[config.mk]
export PLATFORM = sky130hd
export DESIGN_NAME = vga_frame_reader
export DESIGN_NICKNAME = d
export VERILOG_FILES = /design/src/rtl/vga_pkg.sv /design/src/rtl/vga_timing.sv /design/src/rtl/vga_frame_reader.sv
export SDC_FILE = /design/constraint.sdc
export NUM_CORES = 1
export LEC_CHECK = 0
export BUFFER_PORTS_ARGS = -buffer_cell sky130_fd_sc_hd__clkbuf_2
export CORE_ASPECT_RATIO = 1.5
export CORE_UTILIZATION = 60
export DETAILED_ROUTE_END_ITERATION = 12
export PLACE_DENSITY_LB_ADDON = 0.05
export SYNTH_ARGS = -nofsm -noshare
export SYNTH_HDL_FRONTEND = slang
export SYNTH_SLANG_ARGS = --single-unit
[constraint.sdc]
create_clock -name clk -period 4.2 [get_ports clk]
set_input_delay 0.84 -clock clk [delete_from_list [all_inputs] [get_ports clk]]
set_output_delay 0.84 -clock clk [all_outputs]
set_load 0.05 [all_outputs]
[src/rtl/vga_pkg.sv]
// ============================================================================
// Module      : vga_pkg
// Description : Shared 640x480@60 timing constants and display FSM states.
// Revision    : 1.0 - initial release
// ============================================================================
`default_nettype none

package vga_pkg;

    localparam int H_TOTAL      = 800;
    localparam int V_TOTAL      = 525;
    localparam int H_SYNC_START = 656;
    localparam int H_SYNC_END   = 751;
    localparam int V_SYNC_START = 490;
    localparam int V_SYNC_END   = 491;

    typedef enum logic [0:0] {
        IDLE    = 1'b0,
        DISPLAY = 1'b1
    } state_t;

endpackage

`default_nettype wire

[src/rtl/vga_timing.sv]
// ============================================================================
// Module      : vga_timing
// Description : Pixel divider, h/v raster counters and raw sync/visible flags.
// Revision    : 1.0 - initial release
// ============================================================================
`default_nettype none

module vga_timing #(
    parameter int CLK_DIV = 2,
    parameter int H_VIS   = 640,
    parameter int H_FP    = 16,
    parameter int H_SYNC  = 96,
    parameter int H_BP    = 48,
    parameter int V_VIS   = 480,
    parameter int V_FP    = 10,
    parameter int V_SYNC  = 2,
    parameter int V_BP    = 33,
    parameter int H_W     = $clog2(H_VIS + H_FP + H_SYNC + H_BP),
    parameter int V_W     = $clog2(V_VIS + V_FP + V_SYNC + V_BP)
) (
    input  logic           clk,
    input  logic           reset,
    output logic           tick,
    output logic [H_W-1:0] h_cnt,
    output logic [V_W-1:0] v_cnt,
    output logic           visible,
    output logic           hsync_raw,
    output logic           vsync_raw,
    output logic           frame_wrap,
    output logic           vga_clk
);

    localparam int c_div_w = (CLK_DIV > 1) ? $clog2(CLK_DIV) : 1;

    localparam logic [c_div_w-1:0] c_div_last = c_div_w'(CLK_DIV - 1);
    localparam logic [c_div_w-1:0] c_div_half = c_div_w'(CLK_DIV / 2);

    localparam logic [H_W-1:0] c_h_last   = H_W'(H_VIS + H_FP + H_SYNC + H_BP - 1);
    localparam logic [H_W-1:0] c_h_vis    = H_W'(H_VIS);
    localparam logic [H_W-1:0] c_h_sync_s = H_W'(H_VIS + H_FP);
    localparam logic [H_W-1:0] c_h_sync_e = H_W'(H_VIS + H_FP + H_SYNC - 1);

    localparam logic [V_W-1:0] c_v_last   = V_W'(V_VIS + V_FP + V_SYNC + V_BP - 1);
    localparam logic [V_W-1:0] c_v_vis    = V_W'(V_VIS);
    localparam logic [V_W-1:0] c_v_sync_s = V_W'(V_VIS + V_FP);
    localparam logic [V_W-1:0] c_v_sync_e = V_W'(V_VIS + V_FP + V_SYNC - 1);

    logic [c_div_w-1:0] r_div;
    logic [c_div_w-1:0] w_div_next;
    logic [H_W-1:0]     r_h_cnt;
    logic [V_W-1:0]     r_v_cnt;
    logic               r_vga_clk;
    logic               w_tick;

    assign w_tick     = (r_div == c_div_last);
    assign w_div_next = w_tick ? '0 : r_div + 1'b1;

    // vga_clk is registered from the next divider value so it is high
    // for the first half of each pixel period yet still resets to 0.
    always_ff @(posedge clk or posedge reset) begin
        if (reset) begin
            r_div     <= '0;
            r_vga_clk <= 1'b0;
        end else begin
            r_div     <= w_div_next;
            r_vga_clk <= (w_div_next < c_div_half);
        end
    end

    always_ff @(posedge clk or posedge reset) begin
        if (reset) begin
            r_h_cnt <= '0;
            r_v_cnt <= '0;
        end else if (w_tick) begin
            if (r_h_cnt == c_h_last) begin
                r_h_cnt <= '0;
                r_v_cnt <= (r_v_cnt == c_v_last) ? '0 : r_v_cnt + 1'b1;
            end else begin
                r_h_cnt <= r_h_cnt + 1'b1;
            end
        end
    end

    assign tick       = w_tick;
    assign h_cnt      = r_h_cnt;
    assign v_cnt      = r_v_cnt;
    assign vga_clk    = r_vga_clk;
    assign visible    = (r_h_cnt < c_h_vis) && (r_v_cnt < c_v_vis);
    assign hsync_raw  = !((r_h_cnt >= c_h_sync_s) && (r_h_cnt <= c_h_sync_e));
    assign vsync_raw  = !((r_v_cnt >= c_v_sync_s) && (r_v_cnt <= c_v_sync_e));
    assign frame_wrap = w_tick && (r_h_cnt == c_h_last) && (r_v_cnt == c_v_last);

endmodule

`default_nettype wire

[src/rtl/vga_frame_reader.sv]
// ============================================================================
// Module      : vga_frame_reader
// Description : Scans the processed image memory onto a 640x480 VGA DAC.
// Revision    : 1.0 - initial release
// ============================================================================
`default_nettype none

module vga_frame_reader
    import vga_pkg::*;
#(
    parameter int CLK_DIV = 2,
    parameter int H_VIS   = 640,
    parameter int H_FP    = 16,
    parameter int H_SYNC  = 96,
    parameter int H_BP    = 48,
    parameter int V_VIS   = 480,
    parameter int V_FP    = 10,
    parameter int V_SYNC  = 2,
    parameter int V_BP    = 33,
    parameter int IMG_W   = 256,
    parameter int IMG_H   = 256,
    parameter int X_OFF   = 192,
    parameter int Y_OFF   = 112,
    parameter int ADR_W   = 16
) (
    input  logic             clk,
    input  logic             reset,
    input  logic             show,
    output logic [ADR_W-1:0] mem_adr,
    input  logic [7:0]       mem_data,
    output logic             vga_clk,
    output logic             hsync,
    output logic             vsync,
    output logic             blank_n,
    output logic             sync_n,
    output logic [7:0]       red,
    output logic [7:0]       green,
    output logic [7:0]       blue,
    output logic             frame_done
);

    localparam int c_h_w = $clog2(H_VIS + H_FP + H_SYNC + H_BP);
    localparam int c_v_w = $clog2(V_VIS + V_FP + V_SYNC + V_BP);

    localparam logic [c_h_w-1:0] c_x_lo = c_h_w'(X_OFF);
    localparam logic [c_h_w-1:0] c_x_hi = c_h_w'(X_OFF + IMG_W);
    localparam logic [c_v_w-1:0] c_y_lo = c_v_w'(Y_OFF);
    localparam logic [c_v_w-1:0] c_y_hi = c_v_w'(Y_OFF + IMG_H);

    localparam logic [ADR_W-1:0] c_x_adr   = ADR_W'(X_OFF);
    localparam logic [ADR_W-1:0] c_y_adr   = ADR_W'(Y_OFF);
    localparam logic [ADR_W-1:0] c_img_w_a = ADR_W'(IMG_W);

    logic             w_tick;
    logic [c_h_w-1:0] w_h_cnt;
    logic [c_v_w-1:0] w_v_cnt;
    logic             w_visible;
    logic             w_hsync_raw;
    logic             w_vsync_raw;
    logic             w_frame_wrap;
    logic             w_in_img;
    logic [ADR_W-1:0] w_adr;

    state_t           r_state;
    logic             r_frame_done;

    logic [ADR_W-1:0] r_mem_adr;
    logic             r_s1_in_img;
    logic             r_s1_visible;
    logic             r_s1_hsync;
    logic             r_s1_vsync;

    logic             r_hsync;
    logic             r_vsync;
    logic             r_blank_n;
    logic [7:0]       r_pix;

    vga_timing #(
        .CLK_DIV (CLK_DIV),
        .H_VIS   (H_VIS),
        .H_FP    (H_FP),
        .H_SYNC  (H_SYNC),
        .H_BP    (H_BP),
        .V_VIS   (V_VIS),
        .V_FP    (V_FP),
        .V_SYNC  (V_SYNC),
        .V_BP    (V_BP),
        .H_W     (c_h_w),
        .V_W     (c_v_w)
    ) u_timing (
        .clk        (clk),
        .reset      (reset),
        .tick       (w_tick),
        .h_cnt      (w_h_cnt),
        .v_cnt      (w_v_cnt),
        .visible    (w_visible),
        .hsync_raw  (w_hsync_raw),
        .vsync_raw  (w_vsync_raw),
        .frame_wrap (w_frame_wrap),
        .vga_clk    (vga_clk)
    );

    assign w_in_img = (w_h_cnt >= c_x_lo) && (w_h_cnt < c_x_hi) &&
                      (w_v_cnt >= c_y_lo) && (w_v_cnt < c_y_hi);

    assign w_adr = (ADR_W'(w_v_cnt) - c_y_adr) * c_img_w_a + (ADR_W'(w_h_cnt) - c_x_adr);

    // State changes only on frame boundaries so a frame is never torn.
    always_ff @(posedge clk or posedge reset) begin
        if (reset) begin
            r_state      <= IDLE;
            r_frame_done <= 1'b0;
        end else begin
            r_frame_done <= 1'b0;
            if (w_tick) begin
                case (r_state)
                    IDLE: begin
                        if (show && (w_h_cnt == '0) && (w_v_cnt == '0)) begin
                            r_state <= DISPLAY;
                        end
                    end
                    DISPLAY: begin
                        if (w_frame_wrap) begin
                            r_frame_done <= 1'b1;
                            if (!show) begin
                                r_state <= IDLE;
                            end
                        end
                    end
                    default: r_state <= IDLE;
                endcase
            end
        end
    end

    // Stage 1: issue the read and delay the raw timing alongside it.
    always_ff @(posedge clk or posedge reset) begin
        if (reset) begin
            r_mem_adr    <= '0;
            r_s1_in_img  <= 1'b0;
            r_s1_visible <= 1'b0;
            r_s1_hsync   <= 1'b1;
            r_s1_vsync   <= 1'b1;
        end else if (w_tick) begin
            r_mem_adr    <= (w_in_img && (r_state == DISPLAY)) ? w_adr : '0;
            r_s1_in_img  <= w_in_img;
            r_s1_visible <= w_visible;
            r_s1_hsync   <= w_hsync_raw;
            r_s1_vsync   <= w_vsync_raw;
        end
    end

    // Stage 2: mem_data has settled a full pixel period after the address.
    always_ff @(posedge clk or posedge reset) begin
        if (reset) begin
            r_hsync   <= 1'b1;
            r_vsync   <= 1'b1;
            r_blank_n <= 1'b0;
            r_pix     <= '0;
        end else if (w_tick) begin
            r_hsync   <= r_s1_hsync;
            r_vsync   <= r_s1_vsync;
            r_blank_n <= r_s1_visible;
            r_pix     <= (r_s1_in_img && (r_state == DISPLAY)) ? mem_data : 8'h00;
        end
    end

    assign mem_adr    = r_mem_adr;
    assign hsync      = r_hsync;
    assign vsync      = r_vsync;
    assign blank_n    = r_blank_n;
    assign sync_n     = 1'b0;
    assign red        = r_pix;
    assign green      = r_pix;
    assign blue       = r_pix;
    assign frame_done = r_frame_done;

endmodule

`default_nettype wire

# Yosys cells after proc, flatten, opt, wreduce, memory -nomap -nowiden
# Cells that the tools add are included.
# word_totals
output_inout_bits	46
in_bits	11
register_bits	55
word_cells	64
# classes
bitwise_logic	1
add_sub_neg	6
eq_ne	2
reduce_logical	17
n_mux	12
magnitude_cmp	11
# op_table
operator	n
less-than comparator 10 x 9 -> 1 bit (second input constant)	3
adder 10 x 1 -> 10 bit (second input constant)	2
equality test 10 bit (second input constant)	2
zero test 10 bit	2
2-to-1 mux 10 bit	2
adder 16 bit	1
2-to-1 mux 16 bit	1
logical AND 1 bit	12
subtractor 10 x 8 -> 11 bit (second input constant)	1
>= comparator 10 bit (second input constant)	1
>= comparator 10 x 7 -> 1 bit (second input constant)	1
>= comparator 10 x 8 -> 1 bit (second input constant)	1
>= comparator 10 x 9 -> 1 bit (second input constant)	1
<= comparator 10 bit (second input constant)	1
<= comparator 10 x 9 -> 1 bit (second input constant)	1
less-than comparator 10 bit (second input constant)	1
2-to-1 mux 8 bit	1
subtractor 8 x 7 -> 8 bit (second input constant)	1
2-to-1 mux 1 bit	7
zero test 1 bit	2
case mux 1 bit (2 select lines)	1
AND reduction 2 bit	1
adder 1 bit (second input constant)	1
less-than comparator 1 bit (second input constant)	1
NOT 1 bit	1

# Logic depth before layout (Yosys ltp)
# Gate-level depths: netlist (run 1).
# depth
word_depth	6
mapped_depth	10
ltp_nobuf	10

# By module
# Synthesis (run 1) repeated with hierarchy kept, for this count alone.
# unflattened
cells_unflattened	288
hier_area_um2	3086.7
# modules_own_cells
module	seq_area_each_um2	instances	area_per_inst_um2	cells_per_inst
vga_frame_reader	830.8	1	1860.5	171
vga_timing	550.5	1	1226.2	117

# Worst setup path after synthesis (run 1)
# OpenSTA, ideal clock, no wires.
# synth_timing
kind	register to register
from	reg u_timing.r_h_cnt[6] (netlist: u_timing.h_cnt[6])
to	reg r_mem_adr[15] (netlist: mem_adr[15])
period_less_slack_ps	2312
path_buffers	0
arrival_ps	2186
path_slack_ps	1888
required_ps	4074
stages_incl_launch_ff	10
setup_time_ps	126
cell_sequence	dfrtp_1 > ha_1 > or3_4 > clkinv_4 > ha_1 > inv_1 > a31oi_1 > o31ai_1 > o21ai_0 > a221o_1
# synth_via
elab_chain_cells	6
word_cells_on_any_way	9
cone_classes	add/sub (2); order compare (2); mux (1); reduce/logical (4)
# synth_lines
element	line	rtl
start: declaration	vga_timing.sv:50	logic [H_W-1:0] r_h_cnt;
start signal: assignment	vga_timing.sv:79	r_h_cnt <= r_h_cnt + 1'b1;
parallel branches: the longest is 5 deep, another holds adder 16 bit	--	
2-to-1 mux 16 bit *	vga_frame_reader.sv:145	r_mem_adr <= (w_in_img && (r_state == DISPLAY)) ? w_adr : '0;
end signal: assignment	vga_frame_reader.sv:145	
end: declaration	vga_frame_reader.sv:67	logic [ADR_W-1:0] r_mem_adr;
# Mark *: on every way between the ends.
# A chain may end at the register's enable or synchronous reset.

# Worst setup path after layout (run 1)
# layout_timing
from	reg u_timing.r_h_cnt[8] (netlist: u_timing.h_cnt[8])
to	reg r_mem_adr[15] (netlist: mem_adr[15])
# The elaborated chain is that of the path after synthesis.

==> results, run 1 <==
- After the last flow step, the layout net total stands at 372.
- The worst pin sits at a relative slew slack of about two fifths.
- The total setup buffers inserted after CTS is 0.
- Global routing used roughly a quarter of the available tracks.
- The number of distinct library cells after synthesis is 55.
- Based on the critical path, the design can be clocked at up to about 380 MHz.
- The die boundary height is 89.7 um.
- The post-synthesis net count is 340.
- The worst hold path begins at mem_adr[12].
- The tree built by TritonCTS fans out to between 50 and 60 sinks.
- The post-synthesis cell count is between 300 and 400.
- The quantity of gates resized following cts is 0.
- The total routed wirelength is about 6300 um.
- In this run the register-to-register setup slack is ~1.6 ns.
- The via count of the first global-routing pass is approximately 2300.
- The slew at the pin closest to its max-slew limit is 0.915 ns.
- The I/O pin total is 57.
- The die is a little over 60 um wide.
- The final estimated routing congestion in global placement is about 0.89.
- The clock transition at the register clock pins on the worst setup and hold paths after CTS is approximately 0.09 ns.
- Cells fill about 69% of the core in the end.
- After floorplanning, the core was sized to cover just under 0.005 mm^2.
- The mean instance size in the synthesized netlist is between 9 and 10 um^2.
- The mapped netlist covers 0.00308 mm^2.
- The post-route clock skew is ~0.0050 ns.
- The register bit count reported by yosys is 55.
- The async set or reset register ratio after synthesis is 100%.
- The cell count after placement is roughly 410.
- The initial antenna violation count is 0.
- Setup repair after global routing left no endpoint under its margin.
- In this run the worst setup path begins at u_timing.h_cnt[8].
- The flow ran to the end, and the final reports show no timing, DRC or antenna violations.
- After detailed routing, the number of remaining DRC violations is 0.
- The final count of pins violating max slew is 0.
- Data arrives at the worst endpoint at between 2 and 3 ns.
- The critical register-to-register path startpoint is u_timing.h_cnt[8].
- The type of origin of the critical path is a flip-flop.
- The number of filler instances in the final layout is 416.
- The per-cell via count in the routed design is between 5 and 6.
- The required time at the endpoint of the critical path is about 4.4 ns.
- The sum of negative setup slack is 0 ns.
- Among all stages on the critical path, the largest delay is contributed by dfrtp_1.
- The critical path goes through a21oi_1, xor2_1, ha_1, a21oi_1, a31oi_1, o31ai_1, o21ai_0, a221o_1.
- OpenSTA, run right after detailed placement, puts the worst setup slack at 1.60 ns.
- 0 antenna diodes ended up in the layout.
- The tool flagged a number of max-cap violations equal to 0.
- Entering global routing, the biggest net connects 34 pins.
- The most numerous cell type found on the critical path is a21oi_1.
- Counting along the longest clock path gives a buffer depth of 2.
- In this run, post-CTS hold repair placed 0 buffers.
- The largest single stage delay on the critical path is 0.52 ns.
- Relative to the synthesized area, the layout overhead comes to 10.0%.
- The die footprint is between 0.005 and 0.006 mm^2.
- After legalization and detailed placement, the total HPWL measured about 4700 um.
- In the final routed layout, each cell accounts on average for approximately 15 um.
- VDD sags by at most around 0.2 mV.
- Setup slack on the critical path of the routed design comes to approximately 1.6 ns.
- The leftover overflow at the end of global routing is 0.
- Subtracting the final worst setup slack from the clock period gives approximately 2.6 ns.
- The port buffer count is 55.
- The area used by sequential logic in the layout is between 0.001 and 0.0015 mm^2.
- The first global-routing pass estimated between 10000 and 15000 um of wire.
- The leakage dissipation is roughly 1.6 nW.
- In the final layout, the share of cells above drive strength 1 is 23.6%.
- The post-route antenna net violation count is 0.
- The final period utilization is 62.3%.
- In this run the number of H-tree levels came out at 2.
- The number of synthesis warnings is 0.
- Setup violations remaining at the end of the flow were counted as 0.
- The initial utilization of the core area, before any placement, comes to a little over three fifths.
- The critical path class is flip-flop to flip-flop.
- The area of the multi-input gates is between 0.001 and 0.0015 mm^2.
- Clock tree synthesis inserted a total of 5 buffers.
- Power spread over the standard cell area amounts to between 200 and 300 mW/mm^2.
- The reg-to-reg endpoint is mem_adr[15].
- The sequential cell area fraction in the yosys report is 44.9%.
- Leaving out filler cells and counting taps, the final layout contains 414.
- The type of element capturing the critical path is a flip-flop.
- Of all nets on the critical path, the largest fanout is 11.
- In this run the worst hold path is classified as flip-flop to flip-flop.
- The master cell of the clock root buffer is clkbuf_8.
- Measured in cells, the most critical reg-to-reg path has a length of 8.
- The number of design-rule violations left by the first detailed-router iteration is 87.
- In this run the worst setup path terminates at mem_adr[15].
- The row count is 31.
- TritonCTS built the clock tree.
- The source-to-sink clock delay at the later pin of the worst-skew pair is ~0.3 ns.
- The count of endpoints failing hold in the final timing report is 0.
- Summing over every cut layer, the via total after detailed routing is roughly 2400.
- The flip-flop cell with the highest count after synthesis is dfrtp_1.
- The count of flip-flops with a built-in enable after synthesis is 0.
- For this run, the detailed router's first-pass iteration total came to 4.
==> cell usage after synthesis, types with 3 or more instances <==
library cell,n,area [um^2]
dfrtp_1,51,1280
nand2_1,34,128
o21ai_0,22,110
inv_1,20,75.1
buf_4,18,135
nor2_1,14,52.6
a22o_1,13,114
ha_1,13,163
xnor2_1,13,114
o2bb2ai_1,10,87.6
buf_2,8,40.0
a21oi_1,7,35.0
nand3_1,7,35.0
a31oi_1,6,37.5
clkbuf_1,6,22.5
nor3_1,6,30.0
xor2_1,6,52.6
and3_1,5,31.3
dfstp_2,4,105
nand4_1,4,25.0
o22ai_1,4,25.0
mux2_2,3,33.8
==> metal layers <==
| layer | track usage, % | vias to the layer above | share of wire [%] |
|---|---|---|---|
| met1 | 31.2 | 1157 | 41 |
| met4 | 7.39 | 0 | 1.3 |
| met3 | 3.74 | 9 | 3.3 |
| met5 | 0 | - | 0 |
| met2 | 43.1 | 67 | 54 |
| li1 | - | 1156 | - |
==> critical path, delay by kind of cell (launching register included) <==
kind / cells / cell delay [ns]
AO/OA/AOI/OAI: 6 / 1.49
flip-flops: 1 / 0.52
adder cells (fa/ha/maj): 1 / 0.26
XOR/XNOR: 1 / 0.23
==> flip-flops by register name, summed over array words and instances (netlist names) <==
signal / cells
r_s1_hsync: 1
blue: 8
mem_adr: 16
u_timing.vga_clk: 1
hsync: 1
r_s1_in_img: 1
frame_done: 1
vsync: 1
r_s1_visible: 1
r_s1_vsync: 1
u_timing.h_cnt: 10
r_state: 1
u_timing.tick: 1
blank_n: 1
u_timing.v_cnt: 10
==> cell type report <==
class | count | area share (%)
multi-input combinational | 205 | 41.4
timing repair buffer | 59 | 9.02
clock inverter | 2 | 1.77
inverter | 21 | 2.48
clock buffer | 6 | 2.14
sequential | 55 | 40.8
tap | 66 | 2.44
==> stage by stage <==
stage                     instance area (um^2)  power (mW)  hold WS (ns)
after detailed placement                  3250       0.560         0.481
after CTS                                 3390       0.964         0.500
after floorplan                           3080       0.552         0.349
final                                     3390       0.952         0.495
after global placement                    3250       0.560         0.475
after global routing                      3390       0.987         0.523
==> worst min path at each step <==
stage,depth (start not counted),slack (ns),end
floorplan,0,0.35,u_timing.vga_clk
global placement,1,0.48,r_s1_visible
detailed placement,1,0.48,mem_adr[12]
CTS,2,0.50,r_s1_hsync
global route,1,0.52,mem_adr[12]
finish,1,0.50,mem_adr[12]
==> placed cells by master, fill, tap and decap left out, types with 3 or more instances in the layout <==
| master | synthesis | routed |
|---|---|---|
| a21oi_1 | 7 | 7 |
| a22o_1 | 13 | 13 |
| a31oi_1 | 6 | 6 |
| and3_1 | 5 | 5 |
| buf_4 | 18 | 4 |
| clkbuf_2 | 0 | 55 |
| clkbuf_8 | 0 | 5 |
| dfrtp_1 | 51 | 51 |
| dfstp_2 | 4 | 4 |
| ha_1 | 13 | 13 |
| inv_1 | 20 | 19 |
| mux2_2 | 3 | 3 |
| nand2_1 | 34 | 34 |
| nand3_1 | 7 | 7 |
| nand4_1 | 4 | 4 |
| nor2_1 | 14 | 14 |
| nor3_1 | 6 | 6 |
| o21ai_0 | 22 | 22 |
| o22ai_1 | 4 | 4 |
| o2bb2ai_1 | 10 | 10 |
| xnor2_1 | 13 | 13 |
| xor2_1 | 6 | 6 |
==> power by group <==
part           switching, mW  internal [mW]  leakage [nW]
Clock                  0.165          0.238        0.0654
Combinational         0.0147        0.00514         0.838
Sequential                 0          0.529         0.725
Total                  0.179          0.773          1.63
==> logic make-up (layout without fill, tap and decap cells) <==
family          Yosys count  in the layout  share of synthesized area [%]
mux                       3              3                           1.10
xor+xnor                 19             19                           5.41
fa+ha+maj                14             14                           5.94
compound gates           78             78                           17.7
simple gates             90             90                           15.2
buf+inv                  55             88                           9.63
other cells               1              1                          0.122
flops                    55             55                           44.9
No activity file was read; power rests on OpenSTA's default activity.
==> run 2: changes to the inputs <==
Settings changed: CORE_UTILIZATION 60 to 50.
Clock period 4.2 ns to 2.25 ns, I/O delays scaled along.
==> results, run 2 (synthesis gave the netlist of run 1 again) <==
- In this run the count of I/O pins placed on the die edge is between 50 and 60.
- The maximum clock frequency is roughly 450 MHz.
- The via count of the routed design is roughly 2500.
- Row generation in the floorplan step produced 34 rows.
- The number of cells on the worst reg-to-reg path is 9.
- The final layout contains routed wiring with a total length of approximately 7000 um.
- The critical path class is flip-flop to flip-flop.
- The initial antenna violation count is 0.
- The placed wire-length estimate is between 5000 and 6000 um.
- TritonCTS built the clock tree.
- At the pin with the least slew margin, the transition time is 0.517 ns.
- The worst setup path startpoint is u_timing.h_cnt[6].
- The portion of total power attributed to sequential cells is a little over three fifths.
- For this run, design rule violations remaining after detail routing come to 0.
- The area growth from synthesis to layout is 16.0%.
- The repair_antennas step left the layout with diodes totalling 0.
- The worst path setup slack after routing is approximately 0.036 ns.
- The maximum fanout count along the critical path is 4.
- The flow ran to the end, and the final reports show no timing, DRC or antenna violations.
- The count of hold buffers inserted by post-cts repair is 0.
- The die covers roughly 0.0065 mm^2.
- The leftover overflow at the end of global routing is 0.
- After layout, the worst path uses between 90% and 100% of the clock period.
- The layout has roughly 530 filler cells.
- The clock transition at the register clock pins on the worst setup and hold paths after CTS is ~0.10 ns.
- On the final layout, the worst clock skew is 0.00734 ns.
- The met1 track utilization from global routing is 30.5%.
- The net switching component of the power is 354 uW.
- The placed instances occupy a cell area of between 0.003 and 0.004 mm^2.
- Power spread over the standard cell area amounts to approximately 440 mW/mm^2.
- Setup repair after global routing could not meet its margin everywhere.
- The startpoint identified for the worst register-to-register timing path is u_timing.h_cnt[6].
- The fraction of layout cells with a size suffix above 1 is 31.9%.
- VDD sags by at most between 0.2 and 0.25 mV.
- No sink is reached through more buffers than the 2 on the longest clock path.
- The reg-to-reg endpoint is mem_adr[14].
- The worst pin sits at a relative slew slack of between 60% and 70%.
- The via count of the first global-routing pass is 2389.
- The first global-routing pass estimated 11700 um of wire.
- The register with the most flip-flops in the layout has 16 of them.
- The met2 routing resource usage after global routing is roughly two fifths.
- The detail route stage leaves a number of antenna-violating nets equal to 0.
- The number of buffers inserted during clock tree synthesis is 5.
- The number of design-rule violations left by the first detailed-router iteration is 92.
- The clock tree synthesis step divided the H-tree into 2 levels.
- The flop-to-flop setup slack is 0.04 ns.
- The critical path endpoint is mem_adr[14].
- The leading cell type in the layout, fill and taps excluded is clkbuf_2.
- The worst stage delay on the critical path is 0.45 ns.
- The signal on the critical path passes through ha_4, xnor2_2, ha_2, inv_1, fa_2, a31oi_1, o22ai_2, xor2_1, a22o_1.
- Combinational logic burns between 2 and 3% of the power.
- The total clock sinks is 55.
- The final estimated routing congestion in global placement is 0.887.
- The part of the total power dissipated in the clock network is between 30% and 40%.
- In the layout the commonest cells are 55 x clkbuf_2, 50 x dfrtp_1, 34 x nand2_1.
- The total setup buffers inserted after CTS is 0.
- The first TritonRoute pass finished after 4 iterations.
- At the later pin of the worst-skew pair, clock insertion delay measures 0.31 ns.
- The met3 global-route usage is under 10%.
- Timing analysis after detailed placement gives a worst setup slack of about 0.012 ns.
- The cell sitting at the root of the clock tree is a clkbuf_8.
- The number of setup violations in the final report is 0.
- The per-cell via count in the routed design is between 5 and 6.
- The final instance area is about 0.0036 mm^2.
- The die extent in x is between 60 and 70 um.
- The leakage dissipation is ~1.7 nW.
- The die boundary height is a little under 100 um.
- The max capacitance violation total is 0.
- The final critical-path required period is ~2.2 ns.
- For the worst setup path, the data required time is 2.45 ns.
- The proportion of total power due to net switching is 22.5%.
- The count of endpoints failing hold in the final timing report is 0.
- The data arrival time at the worst-slack endpoint is 2.42 ns.
- In the final routed layout, each cell accounts on average for ~16 um.
- STA classifies the critical path startpoint as a flip-flop.
- The initial cell density of the core is a little over half.
- Entering global routing, the biggest net connects 26 pins.
- The internal power of the cells totals 1.22 mW.
- The final layout net count is 391.
- The core region is approximately 0.006 mm^2.
- The largest individual stage delay along the critical path comes from the cell dfrtp_2.
- The global-route layer with the greatest usage is met2.
- The min-delay analysis places its worst path in the category input pin to asynchronous set/reset pin.
- The total routing usage reported by global routing is between 20% and 30%.
- The port buffer count is 55.
- The final count of pins violating max slew is 0.
- The worst setup path is captured at a flip-flop.
[run 2: cell type report]
type | count | area (um^2) | area share, %
timing repair buffer | 78 | 460 | 12.9
tap | 72 | 90.1 | 2.52
clock buffer | 5 | 68.8 | 1.93
inverter | 21 | 83.8 | 2.35
multi-input combinational | 205 | 1470 | 41.2
sequential | 55 | 1380 | 38.7
clock inverter | 3 | 15.0 | 0.420
[run 2: worst min path at each step]
stage,to,startpoint
floorplan,u_timing.vga_clk,u_timing.tick
global placement,r_s1_visible,r_s1_visible
detailed placement,r_s1_visible,r_s1_visible
CTS,blue[3],reset
global route,blue[3],reset
finish,blue[3],reset
[run 2: repair_timing]
item / in CTS / in global routing
endpoints found under the setup margin: 1 / 8
pin swaps: 1 / 8
gates resized for setup: 1 / 14
cloned: 0 / 0
hold endpoints to repair: 0 / 0
[run 2: power groups by stage]
stage	Combinational, mW	Clock, mW	Sequential, mW
after floorplan	0.0237	0	1.01
after global placement	0.0428	0	1.01
after detailed placement	0.0433	0	1.01
after CTS	0.0434	0.553	0.988
after global routing	0.0483	0.591	0.988
final	0.0415	0.540	0.988
[run 2: layer usage]
metal / wire, um / vias up
met5: 0 / -
met4: 112 / 0
met3: 186 / 10
met2: 3700 / 58
met1: 3030 / 1239
li1: - / 1185
[run 2: per-stage QoR]
step | hold slack, ns | power [mW] | cells | TNS, ns | utilization, %
floorplan | 0.349 | 1.03 | 315 | 0 | -
global placement | 0.468 | 1.05 | 431 | 0 | 58.3
detailed placement | 0.469 | 1.05 | 431 | 0 | 58.3
CTS | 0.153 | 1.58 | 439 | 0 | 59.8
global route | 0.178 | 1.63 | 439 | -0.156 | 60.8
finish | 0.142 | 1.57 | 439 | 0 | 60.8
[run 2: worst max-delay path, delay by kind of cell, from the launching register on]
kind	cells	cell delay, ns
compound gates	3	0.57
xor+xnor	2	0.30
fa+ha+maj	3	0.74
buf+inv	1	0.05
flops	1	0.45
